$ cat src/rtl/unpacked_delay_line_pkg.sv
// unpacked_delay_line_pkg
//   Shared definitions for the multi-channel delay line:
//   - tap_width / occ_width : index and counter widths, never narrower than 1 bit
//   - udl_op_e / decode_op  : the four per-edge control operations
package unpacked_delay_line_pkg;

  // The tap bus selects one of DEPTH stages.
  // The 1-bit minimum keeps the port legal when DEPTH is small.
  function automatic int tap_width(input int depth);
    return (depth > 2) ? $clog2(depth) : 1;
  endfunction

  // The occupancy counter must be able to represent DEPTH itself,
  // so its width is based on depth+1.
  function automatic int occ_width(input int depth);
    return ($clog2(depth + 1) > 1) ? $clog2(depth + 1) : 1;
  endfunction

  typedef enum logic [1:0] {
    OP_HOLD        = 2'b00,
    OP_SHIFT       = 2'b01,
    OP_FLUSH       = 2'b10,
    OP_FLUSH_SHIFT = 2'b11
  } udl_op_e;

  // Flush and shift are independent controls.
  // Folding them into one operation keeps the valid and occupancy logic
  // readable as a single case statement.
  function automatic udl_op_e decode_op(input logic shift_en, input logic flush);
    return udl_op_e'({flush, shift_en});
  endfunction

endpackage

$ cat src/rtl/unpacked_delay_line_if.sv
// unpacked_delay_line_if
//   Groups the control, data and status signals of the delay line.
//   master : drives shift_en, flush, d_valid, d, tap;
//            observes q, q_valid, occupancy, full, drop
//   slave  : the delay line itself, with the opposite directions
interface unpacked_delay_line_if
  import unpacked_delay_line_pkg::*;
#(
  parameter int W     = 8,
  parameter int DEPTH = 4,
  parameter int CH    = 2
);

  localparam int TW = tap_width(DEPTH);
  localparam int OW = occ_width(DEPTH);

  logic              shift_en;
  logic              flush;
  logic              d_valid;
  logic [CH*W-1:0]   d;
  logic [TW-1:0]     tap;
  logic [CH*W-1:0]   q;
  logic              q_valid;
  logic [OW-1:0]     occupancy;
  logic              full;
  logic              drop;

  modport master (
    output shift_en, flush, d_valid, d, tap,
    input  q, q_valid, occupancy, full, drop
  );

  modport slave (
    input  shift_en, flush, d_valid, d, tap,
    output q, q_valid, occupancy, full, drop
  );

endinterface

$ cat src/rtl/unpacked_delay_line_lane.sv
// udl_lane
//   Data storage for one channel of the delay line.
//   clock, reset : rising-edge clock, asynchronous active-high reset
//   shift_en     : advance every stage by one position
//   d_lane       : word entering stage 0
//   tap          : stage index to present on q_lane (clamped to DEPTH-1)
//   q_lane       : combinational copy of the selected stage
module udl_lane
  import unpacked_delay_line_pkg::*;
#(
  parameter int W     = 8,
  parameter int DEPTH = 4,
  parameter int TW    = tap_width(DEPTH)
) (
  input  logic          clock,
  input  logic          reset,
  input  logic          shift_en,
  input  logic [W-1:0]  d_lane,
  input  logic [TW-1:0] tap,
  output logic [W-1:0]  q_lane
);

  logic [W-1:0]  mem_q [DEPTH];
  logic [TW-1:0] tap_eff;

  // Stage 0 takes the new word and every later stage takes its predecessor.
  // Data is not qualified by valid; validity is tracked once at the top level.
  always_ff @(posedge clock or posedge reset) begin
    if (reset) begin
      for (int i = 0; i < DEPTH; i++) begin
        mem_q[i] <= '0;
      end
    end else if (shift_en) begin
      mem_q[0] <= d_lane;
      for (int i = 1; i < DEPTH; i++) begin
        mem_q[i] <= mem_q[i-1];
      end
    end
  end

  // When DEPTH is not a power of two the tap bus can address missing stages.
  // Those indices fall back to the last real stage.
  always_comb begin
    tap_eff = tap;
    if (int'(tap) >= DEPTH) begin
      tap_eff = TW'(DEPTH - 1);
    end
  end

  assign q_lane = mem_q[tap_eff];

endmodule

$ cat src/rtl/unpacked_delay_line.sv
// unpacked_delay_line
//   Parametrised CH-channel, DEPTH-stage delay line with valid tracking.
//   clock, reset : rising-edge clock, asynchronous active-high reset
//   bus (slave)  : shift_en/flush/d_valid/d/tap in;
//                  q/q_valid/occupancy/full/drop out
//   Each channel's data lives in its own udl_lane.
//   The valid bits, occupancy counter and drop pulse are shared by all channels.
module unpacked_delay_line
  import unpacked_delay_line_pkg::*;
#(
  parameter int W     = 8,
  parameter int DEPTH = 4,
  parameter int CH    = 2
) (
  input  logic                  clock,
  input  logic                  reset,
  unpacked_delay_line_if.slave  bus
);

  localparam int TW = tap_width(DEPTH);
  localparam int OW = occ_width(DEPTH);

  logic          vld_q [DEPTH];
  logic          vld_d [DEPTH];
  logic [OW-1:0] occ_q, occ_d;
  logic          drop_q, drop_d;
  logic [OW:0]   occ_sum;
  logic [TW-1:0] tap_eff;
  logic [CH*W-1:0] q_w;
  udl_op_e       op;

  assign op = decode_op(bus.shift_en, bus.flush);

  // One extra bit lets an overflow or underflow show up as a value above
  // DEPTH instead of silently wrapping.
  assign occ_sum = {1'b0, occ_q} + (OW+1)'(bus.d_valid) - (OW+1)'(vld_q[DEPTH-1]);

  // Next-state for the shared control state.
  // A flush wins over the valid word leaving the last stage, so drop stays
  // low on a flush.
  // When flush and shift coincide, only the word entering stage 0 survives.
  always_comb begin
    for (int i = 0; i < DEPTH; i++) begin
      vld_d[i] = vld_q[i];
    end
    occ_d  = occ_q;
    drop_d = 1'b0;
    case (op)
      OP_SHIFT: begin
        vld_d[0] = bus.d_valid;
        for (int i = 1; i < DEPTH; i++) begin
          vld_d[i] = vld_q[i-1];
        end
        occ_d  = occ_sum[OW-1:0];
        drop_d = vld_q[DEPTH-1];
      end
      OP_FLUSH: begin
        for (int i = 0; i < DEPTH; i++) begin
          vld_d[i] = 1'b0;
        end
        occ_d = '0;
      end
      OP_FLUSH_SHIFT: begin
        for (int i = 0; i < DEPTH; i++) begin
          vld_d[i] = 1'b0;
        end
        vld_d[0] = bus.d_valid;
        occ_d    = OW'(bus.d_valid);
      end
      default: begin
      end
    endcase
  end

  always_ff @(posedge clock or posedge reset) begin
    if (reset) begin
      for (int i = 0; i < DEPTH; i++) begin
        vld_q[i] <= 1'b0;
      end
      occ_q  <= '0;
      drop_q <= 1'b0;
    end else begin
      for (int i = 0; i < DEPTH; i++) begin
        vld_q[i] <= vld_d[i];
      end
      occ_q  <= occ_d;
      drop_q <= drop_d;
    end
  end

  // The counter can only stay in 0..DEPTH if it tracks the valid bits exactly.
  a_occ_range: assert property (@(posedge clock) disable iff (reset)
    (op == OP_SHIFT) |-> (occ_sum <= (OW+1)'(DEPTH)));

  // Same clamp as inside each lane, so q_valid always matches the stage
  // whose data appears on q.
  always_comb begin
    tap_eff = bus.tap;
    if (int'(bus.tap) >= DEPTH) begin
      tap_eff = TW'(DEPTH - 1);
    end
  end

  for (genvar c = 0; c < CH; c++) begin : g_lane
    udl_lane #(
      .W     (W),
      .DEPTH (DEPTH),
      .TW    (TW)
    ) u_lane (
      .clock    (clock),
      .reset    (reset),
      .shift_en (bus.shift_en),
      .d_lane   (bus.d[c*W +: W]),
      .tap      (bus.tap),
      .q_lane   (q_w[c*W +: W])
    );
  end

  assign bus.q         = q_w;
  assign bus.q_valid   = vld_q[tap_eff];
  assign bus.occupancy = occ_q;
  assign bus.full      = (occ_q == OW'(DEPTH));
  assign bus.drop      = drop_q;

endmodule

$ cat src/flat_wrapper.sv
// flat-port wrapper written by rule: the top's interface ports become plain ports
module unpacked_delay_line_flat import unpacked_delay_line_pkg::*;
#(
  parameter int W     = 8,
  parameter int DEPTH = 4,
  parameter int CH    = 2
)
  (clock, reset, bus_shift_en, bus_flush, bus_d_valid, bus_d, bus_tap, bus_q, bus_q_valid, bus_occupancy, bus_full, bus_drop);
  unpacked_delay_line_if #(.W(W), .DEPTH(DEPTH), .CH(CH)) bus_i ();
  input  logic clock;
  input  logic reset;
  input wire logic [$bits(bus_i.shift_en)-1:0] bus_shift_en;
  input wire logic [$bits(bus_i.flush)-1:0] bus_flush;
  input wire logic [$bits(bus_i.d_valid)-1:0] bus_d_valid;
  input wire logic [$bits(bus_i.d)-1:0] bus_d;
  input wire logic [$bits(bus_i.tap)-1:0] bus_tap;
  output wire logic [$bits(bus_i.q)-1:0] bus_q;
  output wire logic [$bits(bus_i.q_valid)-1:0] bus_q_valid;
  output wire logic [$bits(bus_i.occupancy)-1:0] bus_occupancy;
  output wire logic [$bits(bus_i.full)-1:0] bus_full;
  output wire logic [$bits(bus_i.drop)-1:0] bus_drop;
  assign bus_i.shift_en = bus_shift_en;
  assign bus_i.flush = bus_flush;
  assign bus_i.d_valid = bus_d_valid;
  assign bus_i.d = bus_d;
  assign bus_i.tap = bus_tap;
  assign bus_q = bus_i.q;
  assign bus_q_valid = bus_i.q_valid;
  assign bus_occupancy = bus_i.occupancy;
  assign bus_full = bus_i.full;
  assign bus_drop = bus_i.drop;
  unpacked_delay_line #(.W(W), .DEPTH(DEPTH), .CH(CH)) u_core (.clock(clock), .reset(reset), .bus(bus_i));
endmodule
$ cat config.mk
export PLATFORM = sky130hd
export DESIGN_NAME = unpacked_delay_line_flat
export DESIGN_NICKNAME = d
export VERILOG_FILES = /design/src/rtl/unpacked_delay_line_pkg.sv /design/src/rtl/unpacked_delay_line_if.sv /design/src/rtl/unpacked_delay_line_lane.sv /design/src/rtl/unpacked_delay_line.sv /design/src/flat_wrapper.sv
export SDC_FILE = /design/constraint.sdc
export NUM_CORES = 1
export LEC_CHECK = 0
export ABC_AREA = 1
export CELL_PAD_IN_SITES_DETAIL_PLACEMENT = 1
export CELL_PAD_IN_SITES_GLOBAL_PLACEMENT = 2
export CORE_ASPECT_RATIO = 1.1
export CORE_MARGIN = 3
export CORE_UTILIZATION = 32
export CTS_BUF_LIST = sky130_fd_sc_hd__clkbuf_8 sky130_fd_sc_hd__clkbuf_16
export DETAILED_ROUTE_END_ITERATION = 12
export PLACE_DENSITY_LB_ADDON = 0.1
export SLEW_MARGIN = 5
export SYNTH_ARGS = -nofsm -noshare
export SYNTH_HDL_FRONTEND = slang
export SYNTH_SLANG_ARGS = --single-unit
$ cat constraint.sdc
create_clock -name clock -period 3.2 [get_ports clock]
set_clock_uncertainty 0.05 [all_clocks]
set_input_delay 0.48 -clock clock [delete_from_list [all_inputs] [get_ports clock]]
set_output_delay 0.48 -clock clock [all_outputs]
set_load 0.02 [all_outputs]
==> summary.txt, run 1 <==
Run status
  • Status: completed

Yosys
  • Synth Cell Area: around 0.0034 sq mm
  • Share of the synthesized area in the top cell type: between 50% and 60%
  • Avg Inst Size Synth: a little over 8 sq um
  • Count leader, synth: nand2_1
  • Number of synthesized flops with an enable pin: 0
  • Post-synth top flop: dfrtp_1
  • Asr flop ratio synth: 100%
  • Gate Count Post-Synth: between 400 and 500
  • Netlist cell types: 21
  • Commonest cells in the synthesized netlist: nand2_1 (154), dfrtp_1 (72), o21ai_0 (59)
  • Synth Register Bits: 72
  • Yosys warnings: 0
  • Cell taking the most area after synthesis: dfrtp_1
  • Main area contributors after synthesis: dfrtp_1 (53%), nand2_1 (17%), o21ai_0 (8.7%)
  • Syn_nets: between 400 and 500
  • Sequential share of the synthesized area: around 53%

Pwr
  • Cell Int Power: between 1.5 and 2 mW
  • Power per cell area: about 550 mW/mm^2
  • Total chip power: approximately 2.3 mW
  • Flop pwr share: 47.0%
  • P_sw: roughly 0.65 mW
  • Leakage power: between 1.5 and 2 nW
  • Comb power frac: between 10% and 20%
  • Clock power frac: between 30 and 40%
  • Switching part of the total power: 28.9%
  • Peak VDD IR: 0.000179 V

Global route
  • Global-route wire length before repair: between 10,000 and 15,000 um
  • Largest net degree at the start of global routing: ~80
  • Overflow after GRT: 0
  • Vias in the first global route: roughly 3,000
  • Total track usage: between 10% and 20%
  • Initial antenna violation count: 0

Worst setup path
  • CP Class: in -> out
  • Worst r2r dst: u_core.bus.occupancy[2]
  • Critical Path RT: 2670 ps
  • Arrival time worst endpoint: between 2000 and 2500 ps
  • CP Cell Sequence: clkdlybuf4s50_1 -> buf_4 -> o211ai_2 -> nand2_1 -> clkdlybuf4s50_1
  • Worst path most repeated cell: clkdlybuf4s50_1
  • CP max stage cell: clkdlybuf4s50_1
  • Worst Setup End Kind: output pin
  • Critical-path maximum fanout: 13
  • Reg-to-reg slack, setup: approximately 1400 ps
  • R2R Path Start: u_core.bus.occupancy[0]
  • Worst Setup Start Kind: input pin
  • R2R cell count: 9
  • Largest stage delay, worst path: just over 600 ps

CTS
  • Total CTS buffers: 9
  • Latest clock arrival within the worst-skew pair: 350 ps
  • CTS H-tree lvls: 3
  • Hold_buf cts: 0
  • Clock sink count: 72
  • CTS tree: built
  • Clock tree buffer depth: 2
  • Clock edge transition at the registers on the reported setup and hold paths: roughly 90 ps
  • Root Buffer: clkbuf_8
  • # resized after CTS: 0
  • Post-CTS Setup Bufs: 0

Place
  • Dpl hpwl: 5020 um
  • I/O Buffers: 44
  • Dpl ws: about 540 ps
  • Routability cong.: just over 0.7
  • Dpl cells: approximately 580

STA
  • Final Hold Vio Count: 0
  • Final setup margin: approximately 530 ps
  • Final period utilization: between 80 and 90%
  • Fmax: around 0.37 GHz
  • Max transition margin: 49.0%
  • Finish-stage setup viols: 0
  • Clock period minus worst slack: 2670 ps
  • RSZ-0062 raised after global routing: false
  • Slew Limit Fails: 0
  • Final TNS setup: 0 ps
  • Slew @ Worst Pin: 765 ps
  • WHS: around 430 ps

Layout
  • Share of cells above drive strength 1: 8.35%
  • Nets: between 400 and 500
  • Non-filler cells, final: roughly 600
  • Area growth from synthesis to final layout: 21.3%
  • Diodes inserted: 0

Floorplanning
  • Die ar.: 0.0119 sq mm
  • Die height: 114 um
  • Die W: around 100 um
  • Starting Density: about a third
  • I/O Pins: 45
  • Core area: 0.0101 sq mm
  • Num rows: 38

Route
  • DRC viols: 0
  • 1st-iter DRT viols: between 80 and 90
  • Drt pass-1 iters: 4
  • Wire per inst: around 13 um
  • Via count: about 2,700
  • Detail Route Antenna Nets: 0
  • Post-Route WL: between 7000 and 8000 um
  • Vias per cell: approximately 4.6

Min path
  • Hold path endpoint: u_core.g_lane[1].u_lane.mem_q[14]
  • Worst Hold Launch: u_core.g_lane[1].u_lane.mem_q[22]
  • WHS Path Cells: 2
  • HP Class: reg -> reg

Flow run
  • MaxCap Viol Count: 0
## worst max-delay path: cells and delay by family
family	cells	cell delay, ps
buffers and inverters	3	1460
AO/OA/AOI/OAI	1	130
AND/OR/NAND/NOR	1	80
## power by group through the flow
| stage | clock [mW] | sequential, mW | combinational, mW |
|---|---|---|---|
| floorplan | 0 | 1.07 | 0.260 |
| global placement | 0 | 1.08 | 0.397 |
| detailed placement | 0 | 1.08 | 0.405 |
| CTS | 0.836 | 1.06 | 0.407 |
| global route | 0.880 | 1.08 | 0.456 |
| finish | 0.806 | 1.06 | 0.394 |
## cell usage in the layout (no fill, tap or decap), drive strengths merged
cell type / count
a21oi: 11
ha: 2
buf: 9
dfrtp: 72
o22ai: 3
bufinv: 2
clkinv: 1
inv: 49
fa: 1
o21ai: 77
nor2: 4
clkdlybuf4s50: 42
nand2: 158
nand3: 4
clkbuf: 9
o211ai: 9
clkinvlp: 2
## cell type report
cell class / count / area [sq um]
clock buffers: 9 / 124
clock inverters: 7 / 96.3
fillers: 1233 / 5970
inverters: 47 / 179
multi-input cells: 269 / 1240
flip-flops and latches: 72 / 1800
well taps: 140 / 175
repair buffers: 51 / 495
## stage by stage
| step | utilization, % | area (sq um) |
|---|---|---|
| 6_report | 40.8 | 4110 |
| 5_1_grt | 40.8 | 4110 |
| 4_1_cts | 40.8 | 4110 |
| 3_5_place_dp | 38.6 | 3890 |
| 3_3_place_gp | 38.6 | 3890 |
| 2_1_floorplan | - | 3390 |
## state kept, by name (all words and copies together), names as in the netlist
signal,cells
u_core.bus.drop,1
u_core.bus.occupancy,3
u_core.g_lane.u_lane.mem_q,64
u_core.vld_q,4
## layer usage
layer | wire length [um] | GRT usage [%] | vias to the layer above | part of all wire, %
li1 | - | - | 1371 | -
met1 | 3900 | 18.9 | 1301 | 50
met2 | 3600 | 23.9 | 34 | 46
met3 | 189 | 2.43 | 10 | 2.4
met4 | 140 | 5.85 | 0 | 1.8
met5 | 0 | 0 | - | 0
## cells by family after synthesis
family,count (synthesis),share of synthesized area (%)
and+or+nand+nor,166,18.9
DFF,72,53.1
buffers and inverters,72,10.3
adders and majority gates,3,1.33
AOI/OAI and AO/OA,100,16.4
## worst max-delay path by stage
stage | depth (start not counted) | to | startpoint | slack (ps)
floorplan | 1 | u_core.bus.drop | reset | 850
global placement | 5 | bus_q[15] | bus_tap[1] | 560
detailed placement | 5 | bus_q[4] | bus_tap[1] | 540
CTS | 5 | bus_q[7] | bus_tap[1] | 530
global route | 5 | bus_q[7] | bus_tap[1] | 420
finish | 5 | bus_q[4] | bus_tap[1] | 530
(Power assumes the default switching activity.)
==> run 2: changes to the inputs <==
--- a/config.mk
+++ b/config.mk
@@ -10,7 +10,7 @@
 export CELL_PAD_IN_SITES_GLOBAL_PLACEMENT = 2
 export CORE_ASPECT_RATIO = 1.1
 export CORE_MARGIN = 3
-export CORE_UTILIZATION = 32
+export CORE_UTILIZATION = 29
 export CTS_BUF_LIST = sky130_fd_sc_hd__clkbuf_8 sky130_fd_sc_hd__clkbuf_16
 export DETAILED_ROUTE_END_ITERATION = 12
 export PLACE_DENSITY_LB_ADDON = 0.1
==> constraint.sdc (replaced) <==
create_clock -name clock -period 2.3 [get_ports clock]
set_clock_uncertainty 0.05 [all_clocks]
set_input_delay 0.345 -clock clock [delete_from_list [all_inputs] [get_ports clock]]
set_output_delay 0.345 -clock clock [all_outputs]
set_load 0.02 [all_outputs]
==> run 2 against run 1 <==
Net effect:
- global-route usage down 0.57 points
- final area up 4.7%
- clock power up 96%
- critical path type is now reg -> out
- die area up 9.8%
- via count up 1.8%
==> summary.txt, run 2 (same netlist as run 1, synthesis figures left out) <==
Pwr
  • Switching part of the total power: 25.9% (-3.0 points)
  • Clock power frac: 43.8% (+8.2 points)
  • Comb power frac: 15.1% (-2.3 points)
  • Flop pwr share: 41.1% (-5.9 points)
  • P_sw: 0.935 mW (+43%)
  • Peak VDD IR: 0.000348 V (+95%)
  • Cell Int Power: 2.67 mW (+66%)
  • Leakage power: 2.11 nW (+7.8%)
  • Power per cell area: 838 mW/mm^2 (+52%)

Flow run
  • MaxCap Viol Count: 0 (unchanged)

Place
  • I/O Buffers: 44 (unchanged)
  • Dpl ws: -57.1 ps (-600 ps)
  • Routability cong.: 0.697 (-1.2%)
  • Dpl hpwl: 5320 um (+5.9%)
  • Post-DP Area: 0.00398 sq mm (+2.3%)

Global route
  • Total track usage: 13.9% (-0.57 points)
  • Largest net degree at the start of global routing: 82 (unchanged)
  • Overflow after GRT: 0 (unchanged)
  • Global-route wire length before repair: 14,300 um (+2.2%)
  • Initial antenna violation count: 0 (unchanged)
  • Vias in the first global route: 2,941 (-1.0%)

STA
  • Final Hold Vio Count: 0 (unchanged)
  • Finish-stage setup viols: 0 (unchanged)
  • Final setup margin: 232 ps (-294 ps)
  • Final period utilization: between 80% and 90%
  • Final TNS setup: 0 ps (unchanged)
  • Clock period minus worst slack: approximately 2100 ps
  • Slew Limit Fails: 0 (unchanged)
  • Slew @ Worst Pin: 773 ps (+7.61 ps)
  • Fmax: roughly 0.48 GHz
  • RSZ-0062 raised after global routing: false
  • Max transition margin: 48.5% (-0.51 points)

Worst setup path
  • Launch point of the critical path: u_core.bus.occupancy[1]
  • Critical-path maximum fanout: 4 (-9)
  • R2R Path Start: u_core.bus.occupancy[0]
  • Worst Setup Start Kind: register
  • Critical Path RT: 1900 ps (-770 ps)
  • Arrival time worst endpoint: 1670 ps (-470 ps)
  • CP Class: reg -> out
  • Worst Setup End Kind: output pin

CTS
  • Total CTS buffers: 9 (unchanged)
  • Hold_buf cts: 0 (unchanged)
  • CTS H-tree lvls: 3 (unchanged)
  • Clock tree buffer depth: 2 (unchanged)
  • Post-CTS Setup Bufs: 0 (unchanged)
  • Latest clock arrival within the worst-skew pair: 330 ps (-20 ps)
  • Root Buffer: clkbuf_16
  • CTS tree: built
  • Clock edge transition at the registers on the reported setup and hold paths: 50 ps (-40 ps)
  • Clock sink count: 72 (unchanged)

Floorplanning
  • Die ar.: 0.0130 sq mm (+9.8%)
  • I/O Pins: 45 (unchanged)
  • Starting Density: 30.4% (-3.3 points)
  • Die height: 119 um (+4.8%)
  • Core area: 0.0112 sq mm (+11%)
  • Die W: 109 um (+4.8%)
  • Num rows: 40 (+5.3%)

Layout
  • Area growth from synthesis to final layout: 27.0%
  • Final core occ: 38.6% (-2.2 points)
  • Nets: 480 (+0.84%)
  • Diodes inserted: 0 (unchanged)
  • Most common cell after layout, fill and taps aside: nand2_1
  • Final Cell Area: 0.00431 sq mm (+4.7%)
  • Max FFs per register: 64 (unchanged)
  • Most frequent cells in the layout: nand2_1 (154), dfrtp_1 (72), o21ai_0 (59), inv_1 (45), clkdlybuf4s50_1 (26)
  • Largest Register: u_core.g_lane.u_lane.mem_q
  • Share of cells above drive strength 1: 9.15% (+0.80 points)

Route
  • Wire per inst: 13.4 um (+1.8%)
  • Met2 routed WL: 3860 um (+7.2%)
  • Drt pass-1 iters: 4 (unchanged)
  • Top layer in use: met4
  • Vias per cell: 4.56 (about the same)
  • 1st-iter DRT viols: 94 (+11%)
  • DRC viols: 0 (unchanged)
  • Met3 WL post-DR: 222 um (+17%)
  • Detail Route Antenna Nets: 0 (unchanged)
  • Met1 WL: 3860 um (-0.90%)
  • Via count: 2,765 (+1.8%)
  • Post-Route WL: 8120 um (+3.7%)

Min path
  • HP Class: in -> async

Run status
  • Status: completed
## run 2: cell types whose count changed in the layout (fill, tap and decap cells not counted), sizes merged
cell,change
clkinv,+1
dlymetal6s2s,+2
inv,-1
buf,+4
clkinvlp,-1
bufinv,+1
clkdlybuf4s50,-16
dlygate4sd2,+14
## run 2: layout make-up
type	instances	area [sq um]
multi-input cells	269	1240
clock inverters	7	111
well taps	147	184
fillers	1348	6850
clock buffers	9	225
inverters	47	179
repair buffers	55	563
flip-flops and latches	72	1800
## run 2: per-layer routing
metal  track usage, %  vias up
met5                0        -
met4             6.39        0
met3             2.33       13
met2             22.1       34
met1             18.1     1339
li1                 -     1379
## run 2: power groups by stage
stage                     Clock [mW]  Sequential (mW)  Combinational [mW]
final                           1.58             1.48               0.545
after global placement             0             1.50               0.572
after global routing            1.68             1.50               0.635
after floorplan                    0             1.49               0.362
after detailed placement           0             1.51               0.583
after CTS                       1.63             1.48               0.563
## run 2: worst paths after layout
kind	end	slack, ps	cells past startpoint
min in group clock	u_core.g_lane[1].u_lane.mem_q[30]	400	4
worst min register to register	u_core.g_lane[1].u_lane.mem_q[14]	430	2
worst max-delay path	bus_full	230	4
worst min-delay path	u_core.g_lane[1].u_lane.mem_q[28]	250	2
worst max register to register	u_core.bus.occupancy[2]	530	9
max in group asynchronous	u_core.g_lane[1].u_lane.mem_q[25]	1420	3
## run 2: stage by stage
step / instances / hold slack [ps] / power [mW]
2_1_floorplan: 413 / 403 / 1.85
3_3_place_gp: 590 / 413 / 2.07
3_5_place_dp: 590 / 420 / 2.09
4_1_cts: 606 / 255 / 3.68
5_1_grt: 606 / 280 / 3.81
6_report: 606 / 251 / 3.61
## run 2: repair_timing
| action | CTS | global route |
|---|---|---|
| gates resized for setup | 14 | 2 |
| pin swaps | 0 | 0 |
| endpoints found under the setup margin | 14 | 3 |
## run 2: worst max-delay path, cell delays in order, from the launching register on
cell and delay (ps):
dfrtp_1 400, inv_1 150, nand2_1 100, nor2_1 90, clkdlybuf4s50_1 610
==> run 3: changes to the inputs <==
==> constraint.sdc (replaced) <==
create_clock -name clock -period 2.3 [get_ports clock]
set_clock_uncertainty 0.05 [all_clocks]
set_input_delay 0.69 -clock clock [delete_from_list [all_inputs] [get_ports clock]]
set_output_delay 0.69 -clock clock [all_outputs]
set_load 0.02 [all_outputs]
==> run 3 against run 2 <==
Net effect:
- global-route usage is 0.45 points higher
- first-iteration DRC count is 20% higher
- critical path depth is 2 higher
- critical endpoint is now bus_q[13]
==> summary.txt, run 3 (same netlist as run 1, synthesis figures left out) <==
Worst setup path
  • Worst path depth: 6 (+2)
  • Launch point of the critical path: bus_tap[1]
  • R2R cell count: 9 (unchanged)
  • CP max stage cell: buf_2
  • Worst Setup Start Kind: input pin
  • Worst Setup End Kind: output pin
  • Reg-to-reg slack, setup: 530 ps (about the same)
  • CP Cell Sequence: buf_2 -> buf_12 -> a21oi_1 -> o21ai_1 -> nand2_1 -> buf_2
  • Critical-path maximum fanout: 14 (+10)
  • Worst path most repeated cell: buf_2
  • Largest stage delay, worst path: 170 ps (-440 ps)
  • Worst r2r dst: u_core.bus.occupancy[2]
  • R2R Path Start: u_core.bus.occupancy[0]
  • Cell family with most CP delay: buffers and inverters
  • Critical Path RT: 1560 ps (-340 ps)
  • Worst setup path end: bus_q[13]
  • Buf/Inv on CP: 3 (+1)
  • Arrival time worst endpoint: 1470 ps (-200 ps)
  • CP Class: in -> out

Global route
  • Total track usage: 14.3% (+0.45 points)
  • Global-route wire length before repair: 14,600 um (+1.9%)
  • Overflow after GRT: 0 (unchanged)
  • Initial antenna violation count: 0 (unchanged)
  • Vias in the first global route: 2,923 (-0.61%)
  • Largest net degree at the start of global routing: 82 (unchanged)

STA
  • RSZ-0062 raised after global routing: false
  • Final Hold Vio Count: 0 (unchanged)
  • Slew Limit Fails: 0 (unchanged)
  • Final setup margin: 93.9 ps (-138 ps)
  • Finish-stage setup viols: 0 (unchanged)
  • Slew @ Worst Pin: 453 ps (-320 ps)
  • Final period utilization: 95.9% (+6.0 points)
  • Clock period minus worst slack: 2210 ps (+138 ps)
  • Fmax: 0.453 GHz (-6.2%)
  • Max transition margin: 69.8% (+21 points)

Place
  • Dpl hpwl: 5030 um (-5.4%)
  • I/O Buffers: 44 (unchanged)
  • Dpl ws: -717 ps (-660 ps)
  • Post-DP Area: 0.00398 sq mm (-0.16%)
  • Routability cong.: 0.716 (+2.7%)

Route
  • Via count: 2,786 (+0.76%)
  • Detail Route Antenna Nets: 0 (unchanged)
  • DRC viols: 0 (unchanged)
  • Vias per cell: 4.61 (+1.1%)
  • Drt pass-1 iters: 4 (unchanged)
  • Wire per inst: 14.4 um (+7.2%)
  • Post-Route WL: 8680 um (+6.9%)
  • 1st-iter DRT viols: 113 (+20%)

CTS
  • Latest clock arrival within the worst-skew pair: 330 ps (about the same)
  • Total CTS buffers: 9 (unchanged)
  • Post-CTS Setup Bufs: 0 (unchanged)
  • Hold_buf cts: 0 (unchanged)
  • Root Buffer: clkbuf_16
  • Clock edge transition at the registers on the reported setup and hold paths: 60 ps (about the same)
  • Clock sink count: 72 (unchanged)
  • CTS tree: built
  • CTS H-tree lvls: 3 (unchanged)
  • Clock tree buffer depth: 2 (unchanged)

Layout
  • Nets: 480 (unchanged)
  • Final Cell Area: 0.00425 sq mm (-1.2%)
  • Max FFs per register: 64 (unchanged)
  • # fillers: 1,325 (-1.7%)
  • Most frequent cells in the layout: nand2_1 (154), dfrtp_1 (72), o21ai_0 (53), inv_1 (46), o21ai_1 (24)
  • Largest Register: u_core.g_lane.u_lane.mem_q
  • Share of cells above drive strength 1: 12.5% (+3.3 points)
  • Diodes inserted: 0 (unchanged)
  • Area growth from synthesis to final layout: 25.4%
  • Most common cell after layout, fill and taps aside: nand2_1

Floorplanning
  • Die ar.: 0.0130 sq mm (unchanged)
  • Num rows: 40 (unchanged)
  • Die height: 119 um (unchanged)
  • Starting Density: 30.4% (unchanged)
  • I/O Pins: 45 (unchanged)
  • Core area: 0.0112 sq mm (unchanged)
  • Die W: 109 um (unchanged)

Pwr
  • Power per cell area: 787 mW/mm^2 (-6.1%)
  • Peak VDD IR: 0.000306 V (-12%)
  • Leakage power: 2.08 nW (-1.7%)

Min path
  • HP Class: reg -> reg

Run status
  • Status: completed

Flow run
  • MaxCap Viol Count: 0 (unchanged)
==> run 3: worst reg2reg max path, delay by kind of cell, from the launching register on <==
kind / cells / cell delay (ps)
fa+ha+maj: 3 / 860
buf+inv: 3 / 170
flops: 1 / 380
simple gates: 3 / 210
==> run 3: worst min path at each step <==
stage	start	end	cells past startpoint
after floorplan	u_core.g_lane[0].u_lane.mem_q[6]	u_core.g_lane[0].u_lane.mem_q[6]	2
after global placement	u_core.g_lane[1].u_lane.mem_q[19]	u_core.g_lane[1].u_lane.mem_q[11]	2
after detailed placement	u_core.g_lane[1].u_lane.mem_q[18]	u_core.g_lane[1].u_lane.mem_q[10]	2
after CTS	u_core.g_lane[1].u_lane.mem_q[18]	u_core.g_lane[1].u_lane.mem_q[10]	2
after global routing	u_core.g_lane[1].u_lane.mem_q[18]	u_core.g_lane[1].u_lane.mem_q[10]	2
final	u_core.g_lane[1].u_lane.mem_q[18]	u_core.g_lane[1].u_lane.mem_q[10]	2
==> run 3: per-stage QoR <==
| step | hold slack, ps | TNS [ps] | total power, mW | util [%] | std cells |
|---|---|---|---|---|---|
| CTS | 432 | -55.8 | 3.39 | 37.9 | 603 |
| global route | 460 | 0 | 3.55 | 38.1 | 604 |
| floorplan | 403 | 0 | 1.85 | - | 413 |
| detailed placement | 420 | -11530 | 2.09 | 35.6 | 587 |
| global placement | 417 | -11280 | 2.07 | 35.6 | 587 |
| finish | 432 | 0 | 3.35 | 38.1 | 604 |
==> run 3: report_power, final <==
part           internal (mW)  total (mW)  switching, mW
Combinational          0.219       0.558          0.340
Sequential              1.41        1.48         0.0773
Clock                  0.799        1.30          0.506
==> run 3: metal layers <==
layer	share of wire [%]	global-route usage [%]
met5	0	0
met4	1.8	5.05
met3	3.6	3.36
met2	46	22.2
met1	48	19.4
==> run 3: timing repair <==
item	CTS	global route
gates resized for setup	79	8
endpoints found under the setup margin	18	8
cloned	2	1
==> run 3: final cells by class <==
cell class              instances  area, sq um  share of cell area [%]
clock inverters                 2         7.51                   0.177
flip-flops and latches         72         1800                    42.4
multi-input cells             269         1240                    29.2
well taps                     147          184                    4.32
clock buffers                  12          267                    6.27
inverters                      47          183                    4.30
repair buffers                 55          568                    13.4
